[src/rtl/adt7420_sample_scheduler.sv]
// adt7420_sample_scheduler
//
// Schedules ADT7420 temperature reads through an external I2C read engine.
// After reset it waits out the sensor power-up time. It then issues one read
// per sample period and retries failed reads at once. After MAX_RETRY
// consecutive failures it latches a fault until clear_fault. Good samples
// feed a moving average over 2**AVG_LOG2 entries.
//
// Ports
//   clk_100MHz    in   system clock
//   reset_n       in   synchronous active-low reset
//   enable        in   permits new reads (a read in flight always completes)
//   clear_fault   in   one-cycle pulse, leaves the fault state
//   rd_start      out  one-cycle pulse, starts an engine read
//   rd_busy       in   engine is mid-transaction
//   rd_done       in   one-cycle pulse, transaction finished
//   rd_nack       in   qualifies rd_done: 1 = transaction failed
//   rd_data       in   raw {MSB, LSB}, valid with rd_done
//   temp_avg      out  signed 13-bit temperature, 1/16 degC per LSB
//   temp_c_int    out  signed whole degrees, temp_avg[11:4]
//   sample_valid  out  one-cycle pulse per absorbed sample
//   avg_valid     out  averaging window full
//   sensor_fault  out  level, high while in the fault state
//   state_dbg     out  current FSM state encoding
//
// Engine handshake: rd_start is a single-cycle request and is only issued
// while rd_busy is low. The engine answers with exactly one rd_done pulse.
// rd_nack and rd_data are meaningful only in that rd_done cycle. An rd_done
// seen while no read is outstanding is ignored.

module adt7420_sample_scheduler #(
    parameter int POWER_UP_CYCLES = 1950,
    parameter int SAMPLE_PERIOD   = 10_000_000,
    parameter int TIMEOUT_CYCLES  = 200_000,
    parameter int MAX_RETRY       = 3,
    parameter int AVG_LOG2        = 2
) (
    input  logic        clk_100MHz,
    input  logic        reset_n,
    input  logic        enable,
    input  logic        clear_fault,
    output logic        rd_start,
    input  logic        rd_busy,
    input  logic        rd_done,
    input  logic        rd_nack,
    input  logic [15:0] rd_data,
    output logic [12:0] temp_avg,
    output logic [7:0]  temp_c_int,
    output logic        sample_valid,
    output logic        avg_valid,
    output logic        sensor_fault,
    output logic [2:0]  state_dbg
);

    localparam int PU_W   = (POWER_UP_CYCLES > 1) ? $clog2(POWER_UP_CYCLES) : 1;
    localparam int PER_W  = $clog2(SAMPLE_PERIOD);
    localparam int TMO_W  = $clog2(TIMEOUT_CYCLES);
    localparam int RTY_W  = $clog2(MAX_RETRY + 1);
    localparam int DEPTH  = 2 ** AVG_LOG2;
    localparam int ACC_W  = 13 + AVG_LOG2;
    localparam int FILL_W = AVG_LOG2 + 1;

    localparam logic [PU_W-1:0]   PU_LAST   = PU_W'(POWER_UP_CYCLES - 1);
    // rd_start is registered, so the go decision is taken one cycle before
    // the pulse; this keeps start-to-start spacing at SAMPLE_PERIOD.
    localparam logic [PER_W-1:0]  PER_GO    = PER_W'(SAMPLE_PERIOD - 2);
    localparam logic [PER_W-1:0]  PER_MAX   = PER_W'(SAMPLE_PERIOD - 1);
    localparam logic [TMO_W-1:0]  TMO_LAST  = TMO_W'(TIMEOUT_CYCLES - 1);
    localparam logic [RTY_W-1:0]  RTY_MAX   = RTY_W'(MAX_RETRY);
    localparam logic [FILL_W-1:0] FILL_FULL = FILL_W'(DEPTH);
    localparam logic [FILL_W-1:0] FILL_LAST = FILL_W'(DEPTH - 1);

    typedef enum logic [2:0] {
        S_POWER_UP = 3'd0,
        S_START    = 3'd1,
        S_WAIT     = 3'd2,
        S_IDLE     = 3'd3,
        S_FAULT    = 3'd4
    } state_t;

    state_t                   state;
    logic [PU_W-1:0]          pu_cnt;
    logic [PER_W-1:0]         period_cnt;
    logic [TMO_W-1:0]         tmo_cnt;
    logic [RTY_W-1:0]         retry_cnt;
    logic signed [12:0]       ring [DEPTH];
    logic [AVG_LOG2-1:0]      wr_ptr;
    logic [FILL_W-1:0]        fill_cnt;
    logic signed [ACC_W-1:0]  sum;

    logic signed [12:0]       sample;
    logic signed [12:0]       oldest;
    logic signed [ACC_W-1:0]  sum_next;
    logic signed [ACC_W-1:0]  sum_shift;
    logic [12:0]              avg_new;
    logic                     full_next;
    logic                     period_go;
    logic [RTY_W-1:0]         retry_inc;
    logic                     unused_lsbs;

    assign state_dbg   = state;
    assign unused_lsbs = ^rd_data[2:0];

    always_comb begin
        sample    = rd_data[15:3];
        oldest    = ring[wr_ptr];
        // Entries not yet written hold zero, so the subtraction is harmless
        // while the window is still filling.
        sum_next  = sum + {{AVG_LOG2{sample[12]}}, sample}
                        - {{AVG_LOG2{oldest[12]}}, oldest};
        sum_shift = sum_next >>> AVG_LOG2;
        full_next = (fill_cnt >= FILL_LAST);
        avg_new   = full_next ? sum_shift[12:0] : sample;
        period_go = (period_cnt >= PER_GO);
        retry_inc = retry_cnt + RTY_W'(1);
    end

    always_ff @(posedge clk_100MHz) begin
        if (!reset_n) begin
            state        <= S_POWER_UP;
            pu_cnt       <= '0;
            period_cnt   <= '0;
            tmo_cnt      <= '0;
            retry_cnt    <= '0;
            wr_ptr       <= '0;
            fill_cnt     <= '0;
            sum          <= '0;
            for (int i = 0; i < DEPTH; i++) ring[i] <= '0;
            rd_start     <= 1'b0;
            temp_avg     <= '0;
            temp_c_int   <= '0;
            sample_valid <= 1'b0;
            avg_valid    <= 1'b0;
            sensor_fault <= 1'b0;
        end else begin
            rd_start     <= 1'b0;
            sample_valid <= 1'b0;

            // Period counter saturates so a long enable=0 stretch cannot wrap.
            if (state != S_POWER_UP && period_cnt != PER_MAX)
                period_cnt <= period_cnt + PER_W'(1);

            case (state)
                S_POWER_UP: begin
                    if (pu_cnt == PU_LAST) state <= S_START;
                    else                   pu_cnt <= pu_cnt + PU_W'(1);
                end

                S_START: begin
                    if (!rd_busy) begin
                        rd_start   <= 1'b1;
                        period_cnt <= '0;
                        tmo_cnt    <= '0;
                        state      <= S_WAIT;
                    end
                end

                S_WAIT: begin
                    tmo_cnt <= tmo_cnt + TMO_W'(1);
                    if (rd_done && !rd_nack) begin
                        ring[wr_ptr] <= sample;
                        wr_ptr       <= wr_ptr + AVG_LOG2'(1);
                        sum          <= sum_next;
                        if (fill_cnt != FILL_FULL) fill_cnt <= fill_cnt + FILL_W'(1);
                        temp_avg     <= avg_new;
                        temp_c_int   <= avg_new[11:4];
                        avg_valid    <= full_next;
                        sample_valid <= 1'b1;
                        retry_cnt    <= '0;
                        // Skip S_IDLE when the period has already elapsed so a
                        // slow read restarts 2 cycles after rd_done.
                        state        <= (period_go && enable) ? S_START : S_IDLE;
                    end else if (rd_done || tmo_cnt == TMO_LAST) begin
                        retry_cnt <= retry_inc;
                        if (retry_inc == RTY_MAX) begin
                            sensor_fault <= 1'b1;
                            state        <= S_FAULT;
                        end else begin
                            state <= S_START;
                        end
                    end
                end

                S_IDLE: begin
                    if (period_go && enable) state <= S_START;
                end

                S_FAULT: begin
                    if (clear_fault) begin
                        retry_cnt    <= '0;
                        wr_ptr       <= '0;
                        fill_cnt     <= '0;
                        sum          <= '0;
                        for (int i = 0; i < DEPTH; i++) ring[i] <= '0;
                        temp_avg     <= '0;
                        temp_c_int   <= '0;
                        avg_valid    <= 1'b0;
                        sensor_fault <= 1'b0;
                        state        <= S_START;
                    end
                end

                default: state <= S_POWER_UP;
            endcase
        end
    end

endmodule

[config.mk]
export PLATFORM = sky130hd
export DESIGN_NAME = adt7420_sample_scheduler
export DESIGN_NICKNAME = d
export VERILOG_FILES = /design/src/rtl/adt7420_sample_scheduler.sv
export SDC_FILE = /design/constraint.sdc
export NUM_CORES = 1
export LEC_CHECK = 0
export CORE_ASPECT_RATIO = 1.2
export CORE_MARGIN = 10
export CORE_UTILIZATION = 50
export CTS_CLUSTER_SIZE = 8
export DETAILED_ROUTE_END_ITERATION = 10
export PLACE_DENSITY = 0.72
export SLEW_MARGIN = 10
export SYNTH_ARGS = -nofsm -noshare
export SYNTH_HDL_FRONTEND = slang
export SYNTH_SLANG_ARGS = --single-unit
[constraint.sdc]
create_clock -name clk_100MHz -period 3.5 [get_ports clk_100MHz]
set_clock_uncertainty 0.2 [all_clocks]
set_input_delay 0.7 -clock clk_100MHz [delete_from_list [all_inputs] [get_ports clk_100MHz]]
set_output_delay 0.7 -clock clk_100MHz [all_outputs]
set_load 0.02 [all_outputs]
# == After elaboration in Yosys (flattened, before gate mapping) ==
# Memory sizes are Yosys's and may differ from the RTL's. A register that Yosys moved wholly into a read port is not among the register bits.
# Cells that the tools add are included.
# op_classes
n_eq_ne,19
n_bitwise,5
n_mux,60
n_lt_le_gt_ge,2
reduce_logical,18
n_addsub,8
# op_table
op,count
$mux W13,8
$mux W24,3
$pmux W18 S2,1
$mux W15,2
$mux W3,10
$pmux W15 S2,1
$pmux W13 S2,1
$add A24 B1 Y24 const B,1
$ge A24 B24 Y1 const B,1
$ne A24 B24 Y1 const B,1
$add A18 B1 Y18 const B,1
$eq A18 B18 Y1 const B,1
$mux W18,1
$ne A2 B2 Y1 const B,9
$mux W1,16
$mux W2,8
$mux W8,2
$pmux W8 S2,1
$add A15 B15 Y15,1
$pmux W3 S5,1
$sub A15 B15 Y15,1
$reduce_or A13 Y1,1
$add A11 B1 Y11 const B,1
$eq A11 B11 Y1 const B,1
other kinds (23),38
# totals
in_bits,23
regBits,103
ram_bits,52
output_inout_bits,28
word_cells,127
memories,1
# mem_list
memory,depth,word_bits,read_ports,rd_clocked_by_memory_dff,wr,line,text
ring,4,13,1,1,4,86,logic signed [12:0] ring [DEPTH];

# == Depth between registers and ports, before layout ==
# Gate-level depths: netlist of the first run.
# logic_depth
depth_word,8
ltp_mapped,13
ltp_nobuf,12

# == Worst setup path before layout of the first run ==
# No wires, ideal clock.
# synth_path
path_kind,flip-flop to flip-flop
from,register with a tool-made name
to,register temp_avg[12]
setup_time_ns,0.117
synth_period_minus_slack_ns,3.738
path_slack_ns,-0.238
t_required_ns,3.183
stages_incl_launch_ff,14
path_buffers,2
arrival_ns,3.421
cell_sequence,dfxtp_1 buf_2 mux4_2 fa_1 inv_1 ha_1 clkbuf_1 a21o_1 a21oi_1 o22ai_1 nor2_1 a21oi_1 a211o_1 a22o_1
# synth_lines
element,line,text
"end signal, assigned",165,temp_avg <= avg_new;
"end, declared",47,"output logic [12:0] temp_avg,"

==> results.sh, run 1 <==
export IMPL_r2r_setup_slack_ps=-20
export IMPL_gr_total_overflow=0
export IMPL_hold_end="avg_valid$_SDFFE_PN0P_"
export IMPL_die_area_mm2=0.0211
export IMPL_syn_avg_cell_area_um2=9.37
export IMPL_synthTopCellsByArea="dfxtp_1, edfxtp_1, nor2_1"
export IMPL_gp_congestion=0.860
export IMPL_power_frac_comb_pct=16.4
export IMPL_setup_viol=1
export IMPL_ir_drop_mv=0.298
export IMPL_cp_max_fo=6
export IMPL_cts_sinks=149
export IMPL_slew_headroom_pct=53.1
export IMPL_grt_use_total_pct=18.4
export IMPL_final_hold_viol_count=0
export IMPL_grt_max_degree=46
export IMPL_cts_path_max_buffers=2
export IMPL_syn_area_mm2=0.00782
export IMPL_pin_count=51
export IMPL_hold_depth=2
export IMPL_p_leak_nw=3.88
export IMPL_grt_pass1_vias=6387
export IMPL_rsz0062_at_grt="yes"
export IMPL_routedWlPerCell_um=16.4
export IMPL_clk_latency_ps=420
export IMPL_startpoint_type="flop"
export IMPL_worstHoldStart="avg_valid$_SDFFE_PN0P_"
export IMPL_ant_nets=0
export IMPL_antennaDiodeCount=0
export IMPL_syn_inst=834
export IMPL_antenna_found_initial=0
export IMPL_cp_slowest_cell="mux4_2"
export IMPL_syn_num_nets=900
export IMPL_preCtsSetupSlack_ps=-512
export IMPL_yosysWarnings=0
export IMPL_worst_slack_ps=-16.8
export IMPL_synth_cell_types=74
export IMPL_p_clk_share_pct=40.0
export IMPL_crit_chain="buf_12 > mux4_2 > fa_1 > inv_2 > ha_4 > a21oi_2 > o211ai_1 > and3_4 > nor2_4 > mux2i_2 > a21oi_1 > a22o_1"
export IMPL_status="finished, violations left"
export IMPL_min_period_ps=3520
export IMPL_cts_buffers=17
export IMPL_fillers=1285
export IMPL_grt_pass1_wl_mm=30.9
export IMPL_io_buffers=47
export IMPL_max_stage_delay_ps=560
export IMPL_num_rows=50
export IMPL_synth_top_area_share_pct=24.8
export IMPL_vias=6300
export IMPL_ys_seq_area_share_pct=44.8
export IMPL_cap_viol_max_count=0
export IMPL_drcViolationCount=0
export IMPL_start_util_pct=50.6
export IMPL_yosysTopAreaCell="dfxtp_1"
export IMPL_critical_path_arrival_ps=3630
export IMPL_multiInputGateArea_mm2=0.00409
export IMPL_drive_gt1_share_pct=19.0
export IMPL_swShare_pct=26.3
export IMPL_clkSlewWorstSetupHoldPaths_ps=60
export IMPL_slew_viol_final=0
export IMPL_violations="setup timing"
export IMPL_cts_tree="yes"
export IMPL_cts_root_buffer="clkbuf_16"
export IMPL_ys_ff_latch=149
export IMPL_cp_end_kind="flop"
export IMPL_seqCellArea_mm2=0.00351
export IMPL_reg2reg_depth=12
export IMPL_clock_fmax_mhz=284
export IMPL_synthArstFlopShare_pct=0
export IMPL_p_int_mw=3.18
export IMPL_viasPerCell=5.43
export IMPL_worstSetupPathType="flop to flop"
export IMPL_core_mm2=0.0155
export IMPL_tightest_slew_ps=700
export IMPL_firstDrtPassIters=5
export IMPL_p_sw_mw=1.13
export IMPL_timing_final_crit_share_pct=100
export IMPL_wirelength_mm=19.1
export IMPL_fin_cells=1160
export IMPL_synth_enable_flop_cells=52
export IMPL_crit_required_ps=3620
export IMPL_fin_tns_setup_ps=-16.8
export IMPL_hold_worst_slack_ps=243
export IMPL_fin_nets=1005
export IMPL_cts_max_level=4
export IMPL_synthFlopType="dfxtp_1"
export IMPL_min_path_type="flop to flop"
export IMPL_fp_dieH_um=157
export IMPL_first_iter_violations=309
export IMPL_p_per_area_mw_per_mm2=438
export IMPL_r2r_end="temp_avg[12]$_SDFFE_PN0P_"
export IMPL_syn_to_final_growth_pct=26.0
export IMPL_die_w_um=134
export IMPL_power_frac_seq_pct=43.6
export IMPL_postCtsHoldBufs=0
export IMPL_place_inst=1122
export IMPL_dp_final_hpwl_mm=13.2
power by group through the flow:
| stage | Sequential, mW | Combinational [mW] | Clock (mW) |
|---|---|---|---|
| finish | 1.88 | 0.708 | 1.72 |
| global route | 1.89 | 0.779 | 1.83 |
| CTS | 1.88 | 0.647 | 1.76 |
| detailed placement | 1.92 | 0.602 | 0 |
| global placement | 1.91 | 0.596 | 0 |
| floorplan | 1.91 | 0.366 | 0 |
how the worst max path moves through the flow:
stage	start	to	slack (ps)	cells past startpoint
6_report	flop	temp_avg[12]$_SDFFE_PN0P_	-20	12
5_1_grt	flop	sum[12]$_SDFFE_PN0P_	-140	13
4_1_cts	flop	temp_avg[12]$_SDFFE_PN0P_	4	13
3_5_place_dp	rd_data[4]	temp_avg[10]$_SDFFE_PN0P_	-510	12
3_3_place_gp	rd_data[4]	temp_avg[10]$_SDFFE_PN0P_	-440	12
2_1_floorplan	flop	temp_avg[12]$_SDFFE_PN0P_	10	13
per-stage QoR:
step | cell area, µm² | utilization (%) | power, mW
final | 9850 | 63.7 | 4.31
after global routing | 9850 | 63.7 | 4.50
after CTS | 9710 | 62.8 | 4.28
after detailed placement | 8960 | 58.0 | 2.52
after global placement | 8960 | 58.0 | 2.51
after floorplan | 7830 | - | 2.27
kinds of logic (layout without fill, tap and decap cells):
kind of cell | after synthesis | count (layout) | share of synthesized area, %
AO/OA/AOI/OAI | 154 | 154 | 12.6
XOR/XNOR | 38 | 38 | 4.26
adder cells (fa/ha/maj) | 43 | 43 | 8.23
buffers and inverters | 119 | 237 | 6.27
flip-flops | 149 | 149 | 44.8
multiplexers | 21 | 21 | 4.79
AND/OR/NAND/NOR | 310 | 310 | 19.0
cells in the mapped netlist (13+ instances only):
cell type  instances
a21oi_1           56
and3_1            15
clkbuf_1          28
dfxtp_1           97
edfxtp_1          52
fa_1              14
ha_1              29
inv_1             76
mux4_2            13
nand2_1           60
nand3_1           29
nand4_1           15
nor2_1           126
nor3_1            13
o21ai_0           19
or3_1             14
xnor2_1           18
xor2_1            20
sequential cells by signal, summed over array words and instances, names as in the netlist, 2 cells and up, named ones only:
register	cells
temp_avg	13
fill_cnt	3
tmo_cnt	18
sum	15
state_dbg	3
wr_ptr	2
period_cnt	24
pu_cnt	11
retry_cnt	2
ring	52
cells in the final DEF (no fill, tap or decap), types with 4 or more instances in the layout:
| master | Yosys | final |
|---|---|---|
| buf_4 | 8 | 74 |
| nand3_1 | 29 | 28 |
| inv_2 | 1 | 7 |
| clkdlybuf4s50_1 | 0 | 47 |
| clkbuf_16 | 0 | 19 |
| nor3_1 | 13 | 10 |
| dfxtp_1 | 97 | 96 |
| fa_1 | 14 | 13 |
| nand2b_1 | 5 | 5 |
| mux4_2 | 13 | 13 |
| a21o_1 | 9 | 9 |
| a22o_1 | 7 | 7 |
| nand4_1 | 15 | 15 |
| or3_1 | 14 | 14 |
| nor2_1 | 126 | 125 |
| a31oi_1 | 4 | 4 |
| o21ai_1 | 10 | 8 |
| o21ai_0 | 19 | 18 |
| and2_1 | 8 | 8 |
| a21oi_1 | 56 | 48 |
| xnor2_1 | 18 | 16 |
| nor3_2 | 2 | 4 |
| a22oi_1 | 6 | 6 |
| ha_4 | 0 | 9 |
| a21oi_2 | 1 | 8 |
| mux2i_1 | 7 | 6 |
| and3_1 | 15 | 14 |
| xor2_1 | 20 | 20 |
| inv_1 | 76 | 70 |
| buf_12 | 0 | 4 |
| ha_1 | 29 | 19 |
| edfxtp_1 | 52 | 52 |
| o211ai_1 | 6 | 6 |
| nand2_1 | 60 | 59 |
critical path: cells and delay by family (launching register included):
| kind | cells | cell delay, ps |
|---|---|---|
| adders and majority gates | 2 | 800 |
| and+or+nand+nor | 2 | 340 |
| buffers and inverters | 2 | 200 |
| AOI/OAI and AO/OA | 4 | 630 |
| muxes | 2 | 830 |
| DFF | 1 | 400 |
cell type report:
cell class | instances | share of cell area (%)
multi-input cells | 566 | 41.6
flip-flops and latches | 149 | 35.6
repair buffers | 128 | 11.6
clock buffers | 23 | 5.02
inverters | 77 | 2.93
well taps | 208 | 2.64
clock inverters | 9 | 0.648
routing by layer:
metal	global-route usage [%]	vias to the layer above	part of all wire, %
li1	-	3101	-
met1	20.7	3020	41
met2	33.0	144	52
met3	3.79	35	4.4
met4	8.10	0	2.4
met5	0	-	0
timing repair:
action | CTS | global route
buffers inserted | 3 | 3
gates resized for setup | 22 | 29
cloned | 1 | 0
endpoints found under the setup margin | 9 | 17
pin swaps | 9 | 17
No activity file was read; power rests on OpenSTA's default activity.
==> inputs of run 2 (changes only) <==
- CTS_CLUSTER_SIZE: 8 -> 16
- RECOVER_POWER: default -> 100
==> results.sh, run 2 (synthesis results as in run 1) <==
export IMPL_status="finished, violations left"
export IMPL_violations="setup timing"
export IMPL_dp_final_hpwl_mm=13.2
export IMPL_p_sw_mw=1.13
export IMPL_fillers=1284
export IMPL_ant_nets=0
export IMPL_power_frac_comb_pct=16.4
export IMPL_cp_max_fo=6
export IMPL_p_per_area_mw_per_mm2=438
export IMPL_slew_viol_final=0
export IMPL_cap_viol_max_count=0
export IMPL_crit_required_ps=3620
export IMPL_clk_latency_ps=420
export IMPL_die_w_um=134
export IMPL_fin_tns_setup_ps=-11.1
export IMPL_postCtsHoldBufs=0
export IMPL_cts_max_level=4
export IMPL_min_period_ps=3510
export IMPL_gp_congestion=0.860
export IMPL_vias=6314
export IMPL_firstDrtPassIters=5
export IMPL_cts_tree="yes"
export IMPL_cts_sinks=149
export IMPL_gr_total_overflow=0
export IMPL_io_buffers=47
export IMPL_final_core_util_pct=63.7
export IMPL_routedWlPerCell_um=16.4
export IMPL_wirelength_mm=19.1
export IMPL_antenna_found_initial=0
export IMPL_syn_to_final_growth_pct=26.0
export IMPL_cp_end_kind="flop"
export IMPL_core_mm2=0.0155
export IMPL_p_int_mw=3.18
export IMPL_pin_count=51
export IMPL_mostFrequentLayoutCells="nor2_1, dfxtp_1, buf_4"
export IMPL_power_frac_seq_pct=43.6
export IMPL_setup_viol=1
export IMPL_largest_register_ffs=52
export IMPL_min_path_type="flop to flop"
export IMPL_reg_largest_list="ring (52), period_cnt (24), tmo_cnt (18)"
export IMPL_die_area_mm2=0.0211
export IMPL_timing_final_crit_share_pct=100
export IMPL_num_rows=50
export IMPL_ir_drop_mv=0.298
export IMPL_cts_buffers=17
export IMPL_grt_pass1_wl_mm=30.9
export IMPL_viasPerCell=5.44
export IMPL_critical_path_arrival_ps=3630
export IMPL_rsz0062_at_grt="yes"
export IMPL_grt_use_total_pct=18.4
export IMPL_worst_slack_ps=-11.1
export IMPL_slew_headroom_pct=33.2
export IMPL_fin_nets=1005
export IMPL_clkSlewWorstSetupHoldPaths_ps=60
export IMPL_grt_max_degree=46
export IMPL_cts_path_max_buffers=2
export IMPL_start_util_pct=50.6
export IMPL_antennaDiodeCount=0
export IMPL_worstSetupPathType="flop to flop"
export IMPL_clock_fmax_mhz=285
export IMPL_final_common_cell="nor2_1"
export IMPL_p_leak_nw=3.88
export IMPL_worstHoldStart="avg_valid$_SDFFE_PN0P_"
export IMPL_startpoint_type="flop"
export IMPL_drive_gt1_share_pct=19.0
export IMPL_largest_register="ring"
export IMPL_power_mw=4.31
export IMPL_swShare_pct=26.3
export IMPL_tightest_slew_ps=1000
export IMPL_p_clk_share_pct=40.0
export IMPL_cts_root_buffer="clkbuf_16"
export IMPL_fp_dieH_um=157
export IMPL_final_hold_viol_count=0
export IMPL_drcViolationCount=0
export IMPL_grt_pass1_vias=6387
export IMPL_first_iter_violations=312
run 2: worst paths after layout:
kind,slack (ps),to,cells past startpoint
worst min register to register,240,avg_valid$_SDFFE_PN0P_,2
worst max register to register,-10,temp_avg[12]$_SDFFE_PN0P_,12
worst max-delay path,-10,temp_avg[12]$_SDFFE_PN0P_,12
worst min-delay path,240,avg_valid$_SDFFE_PN0P_,2
run 2: timing repair:
action	in CTS	in global routing
hold endpoints to repair	0	0
setup endpoints to repair	9	17
buffers inserted	3	3
cloned	1	0
pin swaps	9	17
resized for setup	22	29
run 2: cell type report:
class	instances	area, µm²	area share [%]
clock buffers	23	494	5.02
flip-flops and latches	149	3510	35.6
well taps	208	260	2.64
inverters	77	289	2.94
multi-input cells	566	4090	41.6
clock inverters	9	63.8	0.648
repair buffers	128	1140	11.6
run 2: power by group through the flow:
stage	Clock [mW]	Sequential, mW	Combinational [mW]
finish	1.72	1.88	0.707
global route	1.83	1.89	0.779
CTS	1.76	1.88	0.647
detailed placement	0	1.92	0.602
global placement	0	1.91	0.596
floorplan	0	1.91	0.366
run 2: metrics by stage:
step                instances  instance area (µm²)  hold slack [ps]  setup slack, ps
floorplan                 834                 7830              225             14.8
finish                   1160                 9850              243            -11.1
detailed placement       1122                 8960              236             -512
global route             1160                 9850              284             -141
CTS                      1158                 9710              246             3.58
global placement         1122                 8960              237             -443
run 2: worst max-delay path: stages, from the launching register on:
cell	delay [ps]
dfxtp_4	400
buf_12	140
mux4_2	550
fa_1	540
inv_2	60
ha_4	260
a21oi_2	160
o211ai_1	140
and3_4	180
nor2_4	160
mux2i_2	270
a21oi_1	100
a22o_1	230
run 2: metal layers:
| metal | part of all wire [%] | track usage [%] | vias to the layer above |
|---|---|---|---|
| li1 | - | - | 3102 |
| met1 | 41 | 20.7 | 3025 |
| met2 | 52 | 33.0 | 154 |
| met3 | 4.9 | 3.79 | 33 |
| met4 | 2.3 | 8.10 | 0 |
| met5 | 0 | 0 | - |
